$ cat src/rtl/instr_decode_pkg.sv
// Shared types for the instruction decoder: format codes, opcode map and the
// decoded-instruction bundle passed from the field extractor to the output stage.
package instr_decode_pkg;

    typedef enum logic [2:0] {
        FMT_IMM = 3'd0,
        FMT_MOV = 3'd1,
        FMT_LD  = 3'd2,
        FMT_ST  = 3'd3,
        FMT_ALU = 3'd4,
        FMT_ILL = 3'd7
    } fmt_e;

    localparam int OP_IMM       = 0;
    localparam int OP_MOV       = 1;
    localparam int OP_LD        = 2;
    localparam int OP_ST        = 3;
    localparam int OP_ALU_FIRST = 4;

    // The bundle is sized for the widest configuration we support; the decoder
    // fills the low bits and leaves the rest zero, so one type serves every
    // parameterisation of the top level.
    localparam int OPC_MAX_W  = 16;
    localparam int REG_MAX_W  = 8;
    localparam int IMM_MAX_W  = 32;
    localparam int ADDR_MAX_W = 32;

    typedef struct packed {
        fmt_e                   fmt;
        logic [OPC_MAX_W-1:0]   opcode;
        logic [REG_MAX_W-1:0]   rd2;
        logic [REG_MAX_W-1:0]   rd1;
        logic [REG_MAX_W-1:0]   rs2;
        logic [REG_MAX_W-1:0]   rs1;
        logic [IMM_MAX_W-1:0]   imm;
        logic [ADDR_MAX_W-1:0]  addr;
        logic                   we2;
        logic                   we1;
        logic                   re2;
        logic                   re1;
    } dec_bundle_t;

    function automatic logic is_illegal_fmt(input fmt_e f);
        return (f == FMT_ILL);
    endfunction

endpackage

$ cat src/rtl/instr_field_extract.sv
// Purely combinational field extraction: instruction word in, decoded bundle out.
// Fields a format does not use are left at zero.
module instr_field_extract
    import instr_decode_pkg::*;
#(
    parameter int INSTR_W = 32,
    parameter int OPC_W   = 6,
    parameter int REG_AW  = 5,
    parameter int IMM_W   = 16,
    parameter int ADDR_W  = 8,
    parameter int NUM_OPS = 18
) (
    input  logic [INSTR_W-1:0] i_instr,
    output dec_bundle_t        o_bundle
);

    localparam int RD2_LSB   = INSTR_W - OPC_W - REG_AW;
    localparam int RD1_LSB   = RD2_LSB - REG_AW;
    localparam int ADRHI_LSB = INSTR_W - OPC_W - ADDR_W;

    logic [OPC_W-1:0]  w_opc;
    logic [31:0]       w_opc_ext;
    logic [REG_AW-1:0] w_rd2;
    logic [REG_AW-1:0] w_rd1;
    logic [REG_AW-1:0] w_reg_hi;
    logic [REG_AW-1:0] w_reg_lo;
    logic [IMM_W-1:0]  w_imm;
    logic [ADDR_W-1:0] w_addr_lo;
    logic [ADDR_W-1:0] w_addr_hi;

    assign w_opc     = i_instr[INSTR_W-1 -: OPC_W];
    assign w_opc_ext = 32'(w_opc);
    assign w_rd2     = i_instr[RD2_LSB +: REG_AW];
    assign w_rd1     = i_instr[RD1_LSB +: REG_AW];
    assign w_reg_hi  = i_instr[2*REG_AW-1:REG_AW];
    assign w_reg_lo  = i_instr[REG_AW-1:0];
    assign w_imm     = i_instr[IMM_W-1:0];
    assign w_addr_lo = i_instr[ADDR_W-1:0];
    // Stores carry their address right under the opcode since they have no rd2.
    assign w_addr_hi = i_instr[ADRHI_LSB +: ADDR_W];

    // Select the fields and enables that the opcode's format defines.
    always_comb begin
        o_bundle        = '0;
        o_bundle.opcode = OPC_MAX_W'(w_opc);
        if (w_opc_ext >= 32'(NUM_OPS)) begin
            o_bundle.fmt = FMT_ILL;
        end else if (w_opc_ext >= 32'(OP_ALU_FIRST)) begin
            o_bundle.fmt = FMT_ALU;
            o_bundle.rd2 = REG_MAX_W'(w_rd2);
            o_bundle.rd1 = REG_MAX_W'(w_rd1);
            o_bundle.rs2 = REG_MAX_W'(w_reg_hi);
            o_bundle.rs1 = REG_MAX_W'(w_reg_lo);
            o_bundle.we2 = 1'b1;
            o_bundle.we1 = 1'b1;
            o_bundle.re2 = 1'b1;
            o_bundle.re1 = 1'b1;
        end else begin
            case (w_opc_ext)
                32'(OP_IMM): begin
                    o_bundle.fmt = FMT_IMM;
                    o_bundle.rd2 = REG_MAX_W'(w_rd2);
                    o_bundle.imm = IMM_MAX_W'(w_imm);
                    o_bundle.we2 = 1'b1;
                end
                32'(OP_MOV): begin
                    o_bundle.fmt = FMT_MOV;
                    o_bundle.rd2 = REG_MAX_W'(w_rd2);
                    o_bundle.rs2 = REG_MAX_W'(w_reg_lo);
                    o_bundle.we2 = 1'b1;
                    o_bundle.re2 = 1'b1;
                end
                32'(OP_LD): begin
                    o_bundle.fmt  = FMT_LD;
                    o_bundle.rd2  = REG_MAX_W'(w_rd2);
                    o_bundle.addr = ADDR_MAX_W'(w_addr_lo);
                    o_bundle.we2  = 1'b1;
                end
                default: begin
                    o_bundle.fmt  = FMT_ST;
                    o_bundle.addr = ADDR_MAX_W'(w_addr_hi);
                    o_bundle.rs2  = REG_MAX_W'(w_reg_lo);
                    o_bundle.re2  = 1'b1;
                end
            endcase
        end
    end

endmodule

$ cat src/rtl/instr_decode.sv
// Instruction decoder: one registered output entry with valid/ready on both
// sides, a flush for branch redirects and a saturating illegal-opcode counter.
module instr_decode
    import instr_decode_pkg::*;
#(
    parameter int INSTR_W = 32,
    parameter int OPC_W   = 6,
    parameter int REG_AW  = 5,
    parameter int IMM_W   = 16,
    parameter int ADDR_W  = 8,
    parameter int NUM_OPS = 18,
    parameter int CNT_W   = 8
) (
    input  logic               i_clk,
    input  logic               i_rst,
    input  logic               i_in_valid,
    output logic               o_in_ready,
    input  logic [INSTR_W-1:0] i_instr,
    input  logic               i_flush,
    output logic               o_out_valid,
    input  logic               i_out_ready,
    output logic [2:0]         o_fmt,
    output logic [OPC_W-1:0]   o_opcode,
    output logic [REG_AW-1:0]  o_rd2,
    output logic [REG_AW-1:0]  o_rd1,
    output logic [REG_AW-1:0]  o_rs2,
    output logic [REG_AW-1:0]  o_rs1,
    output logic [IMM_W-1:0]   o_imm,
    output logic [ADDR_W-1:0]  o_addr,
    output logic               o_we2,
    output logic               o_we1,
    output logic               o_re2,
    output logic               o_re1,
    output logic [CNT_W-1:0]   o_illegal_cnt
);

    dec_bundle_t      w_bundle;
    logic             w_accept;
    logic             w_is_ill;
    logic             w_cnt_sat;
    logic             w_bundle_unused;

    dec_bundle_t      r_entry;
    logic             r_out_valid;
    logic [CNT_W-1:0] r_illegal_cnt;

    instr_field_extract #(
        .INSTR_W (INSTR_W),
        .OPC_W   (OPC_W),
        .REG_AW  (REG_AW),
        .IMM_W   (IMM_W),
        .ADDR_W  (ADDR_W),
        .NUM_OPS (NUM_OPS)
    ) u_extract (
        .i_instr  (i_instr),
        .o_bundle (w_bundle)
    );

    // A flush empties the stage this cycle, so upstream may always present then,
    // but whatever it presents alongside the flush is dropped.
    assign o_in_ready = i_flush | ~r_out_valid | i_out_ready;
    assign w_accept   = i_in_valid & o_in_ready & ~i_flush;
    assign w_is_ill   = is_illegal_fmt(w_bundle.fmt);
    assign w_cnt_sat  = &r_illegal_cnt;

    // Bundle bits above the configured widths are always zero; fold them here
    // so the narrower output slices do not leave dangling bits.
    assign w_bundle_unused = ^{w_bundle, r_entry};

    // Output entry: reset beats flush beats accept; otherwise drain on ready.
    always_ff @(posedge i_clk) begin
        if (i_rst) begin
            r_out_valid <= 1'b0;
            r_entry     <= '0;
        end else if (i_flush) begin
            r_out_valid <= 1'b0;
            r_entry     <= '0;
        end else if (w_accept) begin
            r_out_valid <= 1'b1;
            r_entry     <= w_bundle;
        end else if (i_out_ready) begin
            r_out_valid <= 1'b0;
        end
    end

    // Count accepted illegal opcodes, holding at all-ones.
    always_ff @(posedge i_clk) begin
        if (i_rst) begin
            r_illegal_cnt <= '0;
        end else if (w_accept && w_is_ill && !w_cnt_sat) begin
            r_illegal_cnt <= r_illegal_cnt + 1'b1;
        end
    end

    assign o_out_valid   = r_out_valid;
    assign o_fmt         = r_entry.fmt;
    assign o_opcode      = r_entry.opcode[OPC_W-1:0];
    assign o_rd2         = r_entry.rd2[REG_AW-1:0];
    assign o_rd1         = r_entry.rd1[REG_AW-1:0];
    assign o_rs2         = r_entry.rs2[REG_AW-1:0];
    assign o_rs1         = r_entry.rs1[REG_AW-1:0];
    assign o_imm         = r_entry.imm[IMM_W-1:0];
    assign o_addr        = r_entry.addr[ADDR_W-1:0];
    assign o_we2         = r_entry.we2;
    assign o_we1         = r_entry.we1;
    assign o_re2         = r_entry.re2;
    assign o_re1         = r_entry.re1;
    assign o_illegal_cnt = r_illegal_cnt;

endmodule
$ cat config.mk
export PLATFORM = sky130hd
export DESIGN_NAME = instr_decode
export DESIGN_NICKNAME = d
export VERILOG_FILES = /design/src/rtl/instr_decode_pkg.sv /design/src/rtl/instr_field_extract.sv /design/src/rtl/instr_decode.sv
export SDC_FILE = /design/constraint.sdc
export NUM_CORES = 1
export LEC_CHECK = 0
export ABC_AREA = 1
export BUFFER_PORTS_ARGS = -buffer_cell sky130_fd_sc_hd__buf_2
export CORE_MARGIN = 2
export CORE_UTILIZATION = 45
export CTS_CLUSTER_SIZE = 25
export DETAILED_ROUTE_END_ITERATION = 8
export PLACE_DENSITY = 0.7
export SETUP_SLACK_MARGIN = 0.1
export SYNTH_ARGS = -nofsm -noshare
export SYNTH_HDL_FRONTEND = slang
export SYNTH_HIERARCHICAL = 1
export SYNTH_SLANG_ARGS = --single-unit
$ cat constraint.sdc
create_clock -name i_clk -period 3.5 [get_ports i_clk]
set_input_delay 0.525 -clock i_clk [delete_from_list [all_inputs] [get_ports i_clk]]
set_output_delay 0.525 -clock i_clk [all_outputs]
set_load 0.02 [all_outputs]
==> results.py, run 1 <==
metrics = {
    "clock_network": {
        "post_cts_buffers": 0,
        "cts_inserted_buffers": 9,
        "root_buffer": "clkbuf_8",
        "cts.sinks": 66,
        "cts_buffer_depth": 2,
        "htree_num_levels": 3,
        "holdBufCountCts": 0,
        "cts_tree": "yes",
        "ctsResizeCount": 0,
        "clk_latency_ns": 0.34,
        "path_clk_slew_ns": 0.07,
    },
    "status": {
        "status": "complete, no violations",
    },
    "placed_design": {
        "dp_hpwl_um": 5780,
        "port_buffers": 103,
        "place.gp.congestion": 0.828,
        "place_inst": 671,
    },
    "drt": {
        "vias": 3263,
        "met3_wirelength_um": 560,
        "via_per_inst": 4.76,
        "ant_nets": 0,
        "wl_met2_um": 3720,
        "drt_iter0_drc": 122,
        "routedWlPerCell_um": 11.9,
        "first_pass_iters": 5,
        "topRoutingLayerUsed": "met4",
        "drt_wl_total_um": 8180,
        "met1_length_um": 3690,
        "drc": 0,
    },
    "timing": {
        "max_slew_margin": 0.337,
        "setup-tns-final_ns": 0,
        "fmax_ghz": 0.512,
        "tightest_slew_ns": 0.993,
        "post-route-period-util": 0.558,
        "finalHoldViolations": 0,
        "rsz0062_at_grt": "no",
        "layout_min_cycle_time_ns": 1.95,
        "setup_viol": 0,
        "slew_violations": 0,
        "skew_ns": 0.00463,
    },
    "layout": {
        "diodes": 0,
        "fin_nets": 621,
        "drive_above_1_share": 0.225,
        "final_cells": 686,
        "syn2layout_area_growth_pct": 18.4,
    },
    "worst_setup_path": {
        "crit_path_max_incr_delay_ns": 0.31,
        "start_kind": "input pin",
        "crit_path_end_kind": "flop",
        "worstSetupPathType": "in -> reg",
        "worstPathRequired_ns": 3.74,
        "critPathArrivalTime_ns": 2.19,
        "critPathTopFamily": "simple AND/OR/NAND/NOR gates",
        "crit_path_top_delay_cell": "o21ai_0",
        "path_buf_inv": 1,
        "rrSetupSlack_ns": 1.83,
        "crit_path_cell_trace": "buf_2 -> nor2_4 -> nand2_4 -> o21ai_0 -> nand3_1 -> nor2_4 -> nand2_4 -> o21ai_0 -> nor2_1",
        "path_max_fanout": 13,
    },
    "floorplanning": {
        "die-area_um2": 7990,
        "fp.coreArea_um2": 7140,
        "start_util": 0.460,
        "rows": 31,
        "die_width_um": 89.4,
        "fp.dieH_um": 89.4,
        "num_io_pins": 104,
    },
    "grt": {
        "antenna_found_initial": 0,
        "grt_max_degree": 59,
        "grt_pass1_vias": 2993,
        "gr-total-overflow": 0,
        "grt_first_pass_wirelength_um": 13400,
        "grt_util_all_layers": 0.216,
    },
    "job": {
        "maxCapViolations": 0,
    },
    "pwr": {
        "peakVddDrop_uv": 215,
        "power_density_nw_per_um2": 421,
        "leakagePower_uw": 0.00202,
        "power_uw": 1640,
    },
    "synthesis": {
        "ys_warn_count": 6,
        "netlist_area_um2": 3280,
        "syn_area_per_cell_um2": 6.57,
        "syn_inst": 499,
        "syn_nets": 537,
    },
    "worst_hold_path": {
        "hold_path_class": "in -> reg",
    },
}
## stage by stage
stage / setup WS (ns) / utilization / hold WS, ns / instance area [um2]
after global routing: 1.34 / 0.544 / 0.460 / 3880
final: 1.55 / 0.544 / 0.458 / 3880
after CTS: 1.57 / 0.544 / 0.449 / 3880
after global placement: 1.31 / 0.518 / 0.457 / 3700
after detailed placement: 1.20 / 0.518 / 0.466 / 3700
after floorplan: 1.63 / - / 0.542 / 3280
## placed cells by master (no fill, tap or decap), types with 2 or more instances in the layout
cell	instances
nor2_1	166
buf_2	103
dfxtp_1	66
nand2_1	62
inv_1	58
o21ai_0	40
nand3_1	20
o21ai_1	19
nand4_1	10
clkbuf_8	10
a21oi_1	6
nand2_2	4
nor2_4	4
nand2_4	3
clkinv_2	3
clkinv_1	2
clkbuf_1	2
## final timing paths
path,depth (start not counted),from,to
hold reg to reg,2,o_we2$_SDFFE_PP0P_,o_we2$_SDFFE_PP0P_
setup / recovery,9,i_instr[31],o_illegal_cnt[1]$_SDFFE_PP0P_
hold / removal,2,i_rst,o_illegal_cnt[4]$_SDFFE_PP0P_
setup reg to reg,5,o_out_valid$_SDFFE_PP0P_,o_fmt[1]$_SDFFE_PP0P_
## worst register-to-register path, delay by kind of cell, from the launching register on
family / cells / cell delay (ns)
DFF: 1 / 0.31
buffers and inverters: 1 / 0.72
AOI/OAI and AO/OA: 1 / 0.19
and+or+nand+nor: 3 / 0.37
## per-layer routing
metal | track usage | up-vias
li1 | - | 1700
met4 | 0.111 | 0
met2 | 0.344 | 100
met1 | 0.268 | 1446
met3 | 0.0582 | 17
met5 | 0 | -
## cell type report
class	count	area (um2)
Tap cell	99	124
Fill cell	795	3250
Clock buffer	12	145
Sequential cell	66	1320
Timing Repair Buffer	104	523
Clock inverter	3	40.0
Inverter	62	234
Multi-Input combinational cell	340	1500
## sequential cells by signal (all words and copies together), names as in the netlist
register and cells:
o_rs2 5, o_opcode 6, o_re1 1, o_fmt 3, o_rs1 5, o_rd2 5
o_we1 1, o_we2 1, o_illegal_cnt 8, o_rd1 5, o_imm 16, o_addr 8
o_re2 1, o_out_valid 1
## report_power, final
group	total, uW	switching (uW)	leakage (uW)	internal, uW
sequential	786	12.1	0.000536	773
clock	625	282	0.0000962	343
combinational	225	153	0.00139	72.2
total	1640	448	0.00202	1190
Note: power is estimated with default switching activity, not from simulation.
==> run 2, diff against run 1 <==
- PLACE_DENSITY: 0.7 -> 0.73
- clock period: 3.5 -> 1.6 ns (I/O delays scaled with it)
==> run 2 against run 1 <==
Effect of this change: non-clock buffer count grew 17; total power up 130%; global-route usage is 0.32 points higher; critical endpoint is now o_in_ready; largest power group unchanged.
==> results.py, run 2 (synthesis results as in run 1) <==
metrics = {
    "status": {
        "status": "complete, no violations",
    },
    "clock_network": {
        "cts_inserted_buffers": 9,
        "path_clk_slew_ns": 0.07,
        "htree_num_levels": 3,
        "clk_latency_ns": 0.34,
        "cts_buffer_depth": 2,
        "root_buffer": "clkbuf_8",
        "cts.sinks": 66,
        "cts_tree": "yes",
        "post_cts_buffers": 0,
    },
    "timing": {
        "layout_min_cycle_time_ns": 1.43,
        "setup-tns-final_ns": 0,
        "max_slew_margin": 0.747,
        "finalHoldViolations": 0,
        "whs_ns": 0.170,
        "fmax_ghz": 0.701,
        "tightest_slew_ns": 0.379,
        "post-route-period-util": 0.892,
        "rsz0062_at_grt": "no",
        "slew_violations": 0,
        "setup_viol": 0,
        "skew_ns": 0.00650,
    },
    "layout": {
        "design_area_um2": 4080,
        "mostFrequentLayoutCell": "nor2_1",
        "fin_nets": 638,
        "drive_above_1_share": 0.250,
        "diodes": 0,
        "largest_reg_flops": 16,
        "final_cell_mix": "nor2_1, buf_2, dfxtp_1",
        "syn2layout_area_growth_pct": 24.3,
        "fill_cells": 761,
    },
    "worst_setup_path": {
        "cp.depth": 3,
        "crit_path_max_incr_delay_ns": 0.34,
        "critical_path.endpoint": "o_in_ready",
        "reg2reg_depth": 7,
        "start_kind": "flop",
        "crit_path_top_delay_cell": "dfxtp_1",
        "critPathArrivalTime_ns": 1.19,
        "rrSetupSlack_ns": 0.23,
        "crit_path_start": "o_out_valid$_SDFFE_PP0P_",
        "worstPathRequired_ns": 1.36,
        "rr_startpoint": "o_illegal_cnt[1]$_SDFFE_PP0P_",
        "path_buf_inv": 1,
        "critPathTopFamily": "simple AND/OR/NAND/NOR gates",
        "worstSetupPathType": "reg -> out",
        "crit_path_end_kind": "output port",
        "path_max_fanout": 4,
        "crit_path_cell_trace": "nand2_2 -> or2_2 -> buf_2",
        "timing.rr.end": "o_illegal_cnt[4]$_SDFFE_PP0P_",
    },
    "grt": {
        "gr-total-overflow": 0,
        "grt_max_degree": 31,
        "grt_util_all_layers": 0.220,
        "grt_pass1_vias": 3089,
        "grt_first_pass_wirelength_um": 13600,
        "antenna_found_initial": 0,
    },
    "drt": {
        "first_pass_iters": 5,
        "vias": 3333,
        "via_per_inst": 4.73,
        "routedWlPerCell_um": 11.9,
        "drt_iter0_drc": 129,
        "drt_wl_total_um": 8360,
        "drc": 0,
        "ant_nets": 0,
    },
    "placed_design": {
        "place.gp.congestion": 0.861,
        "place_area_um2": 3880,
        "port_buffers": 103,
        "dp_hpwl_um": 6200,
    },
    "pwr": {
        "peakVddDrop_uv": 434,
        "power_density_nw_per_um2": 904,
        "leakagePower_uw": 0.00213,
    },
    "floorplanning": {
        "start_util": 0.460,
        "fp.dieH_um": 89.4,
        "fp.coreArea_um2": 7140,
        "rows": 31,
        "die-area_um2": 7990,
        "num_io_pins": 104,
        "die_width_um": 89.4,
    },
    "job": {
        "maxCapViolations": 0,
    },
    "worst_hold_path": {
        "hold_path_class": "in -> reg",
    },
}
run 2: cell types whose count changed in the layout (fill, tap and decap cells not counted):
cell	delta
buf_4	+13
buf_12	+4
clkbuf_1	+1
clkbuf_8	+1
clkinv_1	-1
nand2_1	-1
nand2_2	+1
o21ai_0	-1
o21ai_1	+1
run 2: through the flow:
stage	instances	utilization	setup WS, ns	power, uW
after floorplan	499	-	0.174	2120
after global routing	704	0.571	0.102	3860
after global placement	688	0.543	0.00733	2290
after detailed placement	688	0.543	-0.0885	2300
after CTS	704	0.571	0.125	3730
final	704	0.571	0.173	3690
run 2: how the worst min path moves through the flow:
| stage | depth (start not counted) | end | slack [ns] | startpoint |
|---|---|---|---|---|
| final | 2 | o_illegal_cnt[7]$_SDFFE_PP0P_ | 0.17 | i_rst |
| after global routing | 3 | o_out_valid$_SDFFE_PP0P_ | 0.17 | i_in_valid |
| after CTS | 2 | o_illegal_cnt[2]$_SDFFE_PP0P_ | 0.16 | i_rst |
| after detailed placement | 2 | o_fmt[1]$_SDFFE_PP0P_ | 0.46 | o_fmt[1]$_SDFFE_PP0P_ |
| after global placement | 2 | o_imm[14]$_SDFFE_PP0P_ | 0.46 | o_imm[14]$_SDFFE_PP0P_ |
| after floorplan | 1 | o_illegal_cnt[2]$_SDFFE_PP0P_ | 0.31 | i_rst |
run 2: routing by layer:
| metal | GRT usage | part of all wire | wire length, um | vias to the layer above |
|---|---|---|---|---|
| li1 | - | - | - | 1727 |
| met1 | 0.270 | 0.46 | 3810 | 1470 |
| met2 | 0.362 | 0.46 | 3820 | 121 |
| met3 | 0.0609 | 0.071 | 592 | 15 |
| met4 | 0.0896 | 0.017 | 142 | 0 |
| met5 | 0 | 0 | 0 | - |
run 2: power breakdown:
group	internal [uW]	switching, uW
Clock	805	618
Sequential	1690	26.1
Combinational	197	348
Total	2690	991
run 2: worst register-to-register path: cells and delay by family (launching register included):
family                   cells  cell delay, ns
AND/OR/NAND/NOR              4            0.42
AO/OA/AOI/OAI                1            0.14
adder cells (fa/ha/maj)      1            0.23
flip-flops                   1            0.40
buffers and inverters        1            0.11
run 2: cell type report:
type / count / area, um2 / area share
Multi-Input combinational cell: 340 / 1500 / 0.368
Sequential cell: 66 / 1320 / 0.324
Timing Repair Buffer: 121 / 701 / 0.172
Inverter: 62 / 235 / 0.0577
Clock buffer: 14 / 163 / 0.0399
Tap cell: 99 / 124 / 0.0304
Clock inverter: 2 / 35.0 / 0.00859
run 2: timing repair:
item	CTS	global route
resized for setup	0	1
endpoints found under the setup margin	0	1
hold buffers	0	0
